`config.mk`:
```
export PLATFORM = sky130hd
export DESIGN_NAME = gcd_sub_engine
export DESIGN_NICKNAME = d
export VERILOG_FILES = /design/src/rtl/gcd_pkg.sv /design/src/rtl/gcd_sub_engine_sub_borrow.sv /design/src/rtl/gcd_sub_engine.sv
export SDC_FILE = /design/constraint.sdc
export NUM_CORES = 1
export LEC_CHECK = 0
export BUFFER_PORTS_ARGS = -buffer_cell sky130_fd_sc_hd__buf_4
export CAP_MARGIN = 20
export CORE_MARGIN = 2
export CORE_UTILIZATION = 55
export DETAILED_ROUTE_END_ITERATION = 8
export PLACE_DENSITY = 0.78
export SLEW_MARGIN = 20
export SYNTH_ARGS = -nofsm -noshare
export SYNTH_HDL_FRONTEND = slang
export SYNTH_SLANG_ARGS = --single-unit
export TNS_END_PERCENT = 30
```
`constraint.sdc`:
```
create_clock -name clk -period 3.62 [get_ports clk]
set_clock_uncertainty 0.1 [all_clocks]
set_input_delay 0 -clock clk [delete_from_list [all_inputs] [get_ports clk]]
set_output_delay 0 -clock clk [all_outputs]
set_load 0.005 [all_outputs]
```
`src/rtl/gcd_pkg.sv`:
```
// Shared definitions for the subtractive GCD engine: FSM state encoding and default width.
package gcd_pkg;
    localparam int GCD_WIDTH_DEFAULT = 4;

    typedef enum logic [1:0] {
        IDLE    = 2'd0,
        COMPUTE = 2'd1,
        FINISH  = 2'd2
    } gcd_state_e;
endpackage

```
`src/rtl/gcd_sub_engine_sub_borrow.sv`:
```
// Ripple-borrow subtractor: diff = a - b (mod 2^WIDTH), borrow set when b > a.
module sub_borrow #(
    parameter int WIDTH = 4
) (
    input  logic [WIDTH-1:0] a,
    input  logic [WIDTH-1:0] b,
    output logic [WIDTH-1:0] diff,
    output logic             borrow
);
    logic [WIDTH:0] bw;

    assign bw[0] = 1'b0;

    for (genvar gi = 0; gi < WIDTH; gi++) begin : g_bit
        assign diff[gi]   = a[gi] ^ b[gi] ^ bw[gi];
        assign bw[gi + 1] = (~a[gi] & b[gi]) | (~(a[gi] ^ b[gi]) & bw[gi]);
    end

    assign borrow = bw[WIDTH];
endmodule

```
`src/rtl/gcd_sub_engine.sv`:
```
// Sequential GCD by repeated subtraction, one subtraction per clock, with start/done handshake,
// zero-operand error flag and a saturating subtraction counter.
module gcd_sub_engine
    import gcd_pkg::*;
#(
    parameter int WIDTH  = GCD_WIDTH_DEFAULT,
    parameter int ITER_W = WIDTH
) (
    input  logic              clk,
    input  logic              rst,
    input  logic              start,
    input  logic [WIDTH-1:0]  a_in,
    input  logic [WIDTH-1:0]  b_in,
    output logic              busy,
    output logic              done,
    output logic [WIDTH-1:0]  result,
    output logic [ITER_W-1:0] iters,
    output logic              err
);
    localparam logic [ITER_W-1:0] CNT_MAX = '1;

    gcd_state_e        state_reg, state_next;
    logic [WIDTH-1:0]  ra_reg, ra_next;
    logic [WIDTH-1:0]  rb_reg, rb_next;
    logic [ITER_W-1:0] cnt_reg, cnt_next;
    logic [WIDTH-1:0]  result_reg, result_next;
    logic [ITER_W-1:0] iters_reg, iters_next;
    logic              err_reg, err_next;
    logic              done_reg, done_next;

    logic [WIDTH-1:0]  diff_ab, diff_ba;
    logic              borrow_ab, borrow_ba;
    logic              stop_cond;
    logic [ITER_W-1:0] cnt_inc;

    sub_borrow #(.WIDTH(WIDTH)) u_sub_ab (
        .a      (ra_reg),
        .b      (rb_reg),
        .diff   (diff_ab),
        .borrow (borrow_ab)
    );

    sub_borrow #(.WIDTH(WIDTH)) u_sub_ba (
        .a      (rb_reg),
        .b      (ra_reg),
        .diff   (diff_ba),
        .borrow (borrow_ba)
    );

    // Zero difference means equal operands; either operand zero also ends the loop.
    assign stop_cond = (~|ra_reg) | (~|rb_reg) | (~borrow_ab & ~|diff_ab);
    assign cnt_inc   = (cnt_reg == CNT_MAX) ? cnt_reg : cnt_reg + ITER_W'(1);

    always_comb begin
        state_next  = state_reg;
        ra_next     = ra_reg;
        rb_next     = rb_reg;
        cnt_next    = cnt_reg;
        result_next = result_reg;
        iters_next  = iters_reg;
        err_next    = err_reg;
        done_next   = 1'b0;
        case (state_reg)
            IDLE: begin
                if (start) begin
                    ra_next    = a_in;
                    rb_next    = b_in;
                    cnt_next   = '0;
                    err_next   = 1'b0;
                    state_next = COMPUTE;
                end
            end
            COMPUTE: begin
                if (stop_cond) begin
                    state_next = FINISH;
                end else if (!borrow_ab) begin
                    ra_next  = diff_ab;
                    cnt_next = cnt_inc;
                end else begin
                    // borrow_ba is necessarily clear here since rb > ra
                    rb_next  = diff_ba;
                    cnt_next = cnt_inc;
                end
            end
            FINISH: begin
                result_next = ra_reg | rb_reg;
                err_next    = (~|ra_reg) & (~|rb_reg);
                iters_next  = cnt_reg;
                done_next   = 1'b1;
                state_next  = IDLE;
            end
            default: state_next = IDLE;
        endcase
    end

    always_ff @(posedge clk) begin
        if (rst) begin
            state_reg  <= IDLE;
            ra_reg     <= '0;
            rb_reg     <= '0;
            cnt_reg    <= '0;
            result_reg <= '0;
            iters_reg  <= '0;
            err_reg    <= 1'b0;
            done_reg   <= 1'b0;
        end else begin
            state_reg  <= state_next;
            ra_reg     <= ra_next;
            rb_reg     <= rb_next;
            cnt_reg    <= cnt_next;
            result_reg <= result_next;
            iters_reg  <= iters_next;
            err_reg    <= err_next;
            done_reg   <= done_next;
        end
    end

    assign busy   = (state_reg == COMPUTE);
    assign done   = done_reg;
    assign result = result_reg;
    assign iters  = iters_reg;
    assign err    = err_reg;

    // borrow_ba only mirrors borrow_ab; kept so both subtractors are structurally identical
    logic unused_ok;
    assign unused_ok = borrow_ba;
endmodule

```
======== After elaboration in Yosys (flattened, before gate mapping) ========
Index checks and enable logic that the tools add are counted.
operators by class
  add/sub/neg operators ................... 1
  equal/unequal tests ..................... 9
  muxes and demuxes ....................... 18
  bitwise operators ....................... 43
  reductions and logical operators ........ 14
operators with widths
  operator                                                         count
  4-bit 2-to-1 mux                                                 9
  4-bit case mux with 2 select lines                               3
  1-bit AND                                                        14
  4-bit AND reduction                                              3
  4-bit OR reduction                                               3
  1-bit NOT                                                        11
  1-bit XOR                                                        10
  2-bit != test, second input constant                             4
  1-bit OR                                                         7
  4-bit by 1-bit adder with 4-bit output, second input constant    1
  4-bit == test, second input constant                             1
  2-bit 2-to-1 mux                                                 2
  2-bit by 1-bit != test with 1-bit output, second input constant  2
  4-bit OR                                                         1
  2-bit case mux with 2 select lines                               1
  2-bit AND reduction                                              2
  2-bit nonzero test                                               2
  1-bit zero test                                                  3
  2-bit by 1-bit == test with 1-bit output, second input constant  1
  2-bit == test, second input constant                             1
  2-bit zero test                                                  1
  1-bit 2-to-1 mux                                                 2
  1-bit case mux with 2 select lines                               1
word-level totals
  bits in registers ....................... 24
  input port bits ......................... 11
  output and inout port bits .............. 11
  word-level logic and storage cells ...... 93

======== Depth between registers and ports, before layout ========
  depth in word-level cells ............... 13
  gate-level depth with buffers ........... 11
  mapped depth without buffers ............ 11

======== Cells and area by module ========
A second synthesis with hierarchy kept.
second synthesis, totals
  cell total of the unflattened synthesis .. 169
  area, all modules ....................... 1448.9 um^2
modules (own cells, without submodules)
  module          times used  cells an instance  area each (um^2)  sequential area each (um^2)
  gcd_sub_engine  1           141                1228.7            480.5
  sub_borrow      2           14                 110.1             0.0

======== Worst setup path after synthesis ========
OpenSTA, ideal clock, no wires.
  path type ............................... register to register
  start ................................... reg ra_reg[0]
  end ..................................... reg cnt_reg[0]
  setup time .............................. 0.121 ns
  arrival ................................. 2.677 ns
  data required time ...................... 3.399 ns
  setup slack ............................. 0.723 ns
  stages on the path, launching flop included .. 12
  buffers on the path ..................... 0
  clock period less this slack ............ 2.897 ns
  cells stage by stage .................... dfxtp_1 inv_1 ha_1 inv_1 fa_1 inv_1 fa_1 fa_1 nand4bb_1 or2_2 and3_1 mux2_2
on the way
  word-level cells in the longest chain between the ends .. 13
  elaborated cells between the ends (all ways) .. 22
  those cells by class .................... eq/ne: 1; bitwise: 16; reduce/logical: 5
RTL lines
  element                                         line                                                              text
  start, declared                                 gcd_sub_engine.sv:23                                              logic [WIDTH-1:0] ra_reg, ra_next;
  start signal, assigned                          gcd_sub_engine.sv:108                                             ra_reg <= ra_next;
  1-bit NOT                                       gcd_sub_engine_sub_borrow.sv:16                                   assign bw[gi + 1] = (~a[gi] & b[gi]) | (~(a[gi] ^ b[gi]) & bw[gi]);
  1-bit AND (2 in series)                         gcd_sub_engine_sub_borrow.sv:16
  1-bit OR                                        gcd_sub_engine_sub_borrow.sv:16
  1-bit AND                                       gcd_sub_engine_sub_borrow.sv:16
  1-bit OR                                        gcd_sub_engine_sub_borrow.sv:16
  1-bit XOR or 1-bit AND (tied branches)          gcd_sub_engine_sub_borrow.sv:15, gcd_sub_engine_sub_borrow.sv:16
  4-bit OR reduction or 1-bit OR (tied branches)  gcd_sub_engine.sv:51, gcd_sub_engine_sub_borrow.sv:16
  1-bit zero test or 1-bit NOT (tied branches)    gcd_sub_engine.sv:51                                              assign stop_cond = (~|ra_reg) | (~|rb_reg) | (~borrow_ab & ~|diff_ab);
  1-bit AND                                       gcd_sub_engine.sv:51
  1-bit OR (*)                                    gcd_sub_engine.sv:51
  2-bit != test (no source line) (*)              --
  4-bit AND reduction (no source line) (*)        --
  end signal, assigned                            gcd_sub_engine.sv:110                                             cnt_reg <= cnt_next;
  end, declared                                   gcd_sub_engine.sv:25                                              logic [ITER_W-1:0] cnt_reg, cnt_next;
Mark *: on every way between the ends. The rest lies on a longest branch, timed or not.
A chain may end at the register's enable or synchronous reset.

======== Worst setup path after layout ========
  start ................................... reg rb_reg[0]
  end ..................................... reg rb_reg[1]
on the way
  word-level cells in the longest chain between the ends .. 12
  elaborated cells between the ends (all ways) .. 28
  those cells by class .................... eq/ne: 2; mux: 3; bitwise: 18; reduce/logical: 5
RTL lines
  element                                         line                                                              text
  start, declared                                 gcd_sub_engine.sv:24                                              logic [WIDTH-1:0] rb_reg, rb_next;
  start signal, assigned                          gcd_sub_engine.sv:109                                             rb_reg <= rb_next;
  1-bit AND (2 in series)                         gcd_sub_engine_sub_borrow.sv:16
  1-bit OR                                        gcd_sub_engine_sub_borrow.sv:16
  1-bit AND                                       gcd_sub_engine_sub_borrow.sv:16
  1-bit OR                                        gcd_sub_engine_sub_borrow.sv:16
  1-bit XOR or 1-bit AND (tied branches)          gcd_sub_engine_sub_borrow.sv:15, gcd_sub_engine_sub_borrow.sv:16
  4-bit OR reduction or 1-bit OR (tied branches)  gcd_sub_engine.sv:51, gcd_sub_engine_sub_borrow.sv:16
  1-bit zero test or 1-bit NOT (tied branches)    gcd_sub_engine.sv:51
  1-bit AND                                       gcd_sub_engine.sv:51
  1-bit OR                                        gcd_sub_engine.sv:51
  2-bit != test (no source line)                  --
  4-bit AND reduction (no source line)            --
Parallel ways exist; a longest one is shown, timed or not. The select of a mux whose other input is x is not followed.

==> flow_metrics.py <==
metrics = {
    "sta": {
        "finalCritPeriodShare_pct": 92.4,
        "finalHoldViolations": 1,
        "fin_crit_ps": 3350,
        "setup_viol": 0,
        "grt_setup_unrepaired": "no",
        "fmax_mhz": 299,
        "worst_slew_pin_slew_ps": 766,
        "finalHoldWorstSlack_ps": -5.89,
        "slew_headroom_pct": 48.8,
        "setup_tns_ps": 0,
        "final-max-slew-violation-count": 0,
    },
    "logic_synthesis": {
        "avgSynthCellArea_um2": 9.43,
        "ys_ff_latch": 24,
        "synthCells": 144,
        "ys_async_sr_fraction_pct": 0,
        "netlist_area_um2": 1360,
        "syn_nets": 167,
        "ys_seq_area_share_pct": 35.4,
        "synth_edf_count": 0,
        "ys_warn_count": 0,
        "ys.flop_type": "dfxtp_1",
        "synth.distinct_cells": 41,
    },
    "grt": {
        "grt_overflow": 0,
        "grt_pass1_wl_mm": 4.89,
        "gr-usage-all-layers_pct": 23.1,
        "antenna_found_initial": 0,
        "grt_pass1_vias": 1076,
        "grt_max_degree": 27,
    },
    "floorplanning": {
        "num_rows": 18,
        "coreArea_um2": 2410,
        "die-area_um2": 2880,
        "start_util_pct": 56.3,
        "die_h_um": 53.7,
        "boundaryPins": 22,
        "die_w_um": 53.7,
    },
    "clocking": {
        "cts_buffer_depth": 2,
        "post_cts_buffers": 0,
        "tritoncts": "built",
        "htree_levels": 1,
        "insertion_delay_ps": 330,
        "clk_pin_slew_worst_paths_ps": 150,
        "numCtsBuffers": 3,
        "cts-root-buf": "clkbuf_4",
        "ctsHoldBuffers": 11,
        "ctsResizeCount": 0,
        "cts_sinks": 24,
    },
    "worst_setup_path": {
        "cp.arrival_ps": 3530,
        "critPathRequiredTime_ps": 3810,
        "path_class": "reg2reg",
        "startpoint_type": "register",
        "cp-end-kind": "register",
        "critical_path_peak_fanout": 7,
    },
    "finish": {
        "syn2layout_area_growth_pct": 24.1,
        "antenna-diode-count": 0,
        "fin_nets": 198,
        "final_area_um2": 1680,
        "drive_gt1_share_pct": 21.8,
        "final.fill_count": 200,
    },
    "route": {
        "wire_per_inst_um": 14.0,
        "firstDrtPassIters": 4,
        "drt_iter0_drc": 33,
        "wl_mm": 2.85,
        "route.detailed.drc": 0,
        "detail_route.vias_per_cell": 5.48,
        "postRouteAntennaNets": 0,
        "vias": 1117,
    },
    "worst_hold_path": {
        "hold_path_class": "in2reg",
    },
    "place": {
        "portBuffers": 21,
        "hpwlAfterDp_mm": 2.05,
        "placed_area_um2": 1520,
        "routabilityCongestion": 0.890,
    },
    "flow_run": {
        "drv_cap": 0,
    },
    "power_and_ir_drop": {
        "power-per-cell-area_nw_per_um2": 470,
        "vdd_drop_max_mv": 0.330,
        "p_leak_uw": 0.000719,
    },
    "status": {
        "violations": "negative hold slack",
        "outcome": "finished with violations",
    },
}
[cells in the final DEF (no fill, tap or decap), drive strengths merged, types with 3 or more instances in the layout]
cell / instances
ha: 7
inv: 15
clkbuf: 3
a211oi: 5
a21oi: 7
nand2: 14
fa: 5
nor2: 21
o221a: 3
buf: 21
dlygate4sd3: 11
dfxtp: 24
mux2: 3
[metrics by stage]
step | setup WS, ps | util (%) | cells | total power, uW | hold WS [ps]
final | 275 | 69.9 | 204 | 791 | -5.89
after global placement | 662 | 63.1 | 189 | 568 | 182
after floorplan | 723 | - | 144 | 514 | 62.6
after CTS | 354 | 69.9 | 204 | 788 | 5.72
after global routing | 64.5 | 69.9 | 204 | 840 | 21.3
after detailed placement | 556 | 63.1 | 189 | 578 | 191
[where the power goes]
part,internal (uW),total (uW),switching (uW)
clock network,112,200,88.1
registers,287,319,31.6
logic,124,272,148
total,523,791,268
[critical path, cell delays in order, from the launching register on]
cell	delay [ps]
dfxtp_1	460
ha_1	180
inv_1	50
fa_1	360
inv_1	80
fa_1	180
fa_1	250
inv_1	120
o41ai_4	580
nor2_1	110
a311oi_1	260
dlygate4sd3_1	580
[routing by layer]
metal	vias up	global-route usage (%)	wire [um]
li1	555	-	-
met1	536	30.4	1280
met2	22	38.2	1450
met3	4	4.44	96
met4	0	7.26	22
met5	-	0	0
[cells in the mapped netlist (all sizes together) (2+ instances only)]
cell	n	share of area [%]
nor3	2	1.1
nand2	14	3.9
buf	2	1.2
o221a	3	2.5
o21bai	2	1.1
clkbuf	4	1.1
and3b	2	1.3
inv	15	4.1
ha	7	6.5
a21oi	7	2.6
a211oi	5	2.8
mux2i	2	1.5
nor2	21	5.8
nand3	2	0.74
nand2b	2	0.92
a311oi	2	1.3
mux2	3	2.5
dfxtp	24	35
fa	5	7.4
nor4	2	3.1
[worst paths after layout]
check | start | endpoint | slack, ps | cells after the start
min reg2reg | iters[2] | iters[2] | 360 | 2
max | rb_reg[0] | rb_reg[1] | 270 | 11
max reg2reg | rb_reg[0] | rb_reg[1] | 270 | 11
min | start | err | -6 | 4
[area by class of cell]
cell class,instances,area (um^2),share of cell area [%]
Sequential cell,24,480,28.5
Inverter,15,56.3,3.34
Multi-Input combinational cell,99,790,46.9
Clock buffer,3,22.5,1.34
Tap cell,30,37.5,2.23
Clock inverter,1,30.0,1.78
Timing Repair Buffer,32,268,15.9
[cells by family after synthesis]
group / synth area share, %
simple gates: 22.8
compound gates: 17.0
flops: 35.4
buf+inv: 6.45
fa+ha+maj: 13.8
mux: 3.96
xor+xnor: 0.645
(Power assumes the default switching activity.)
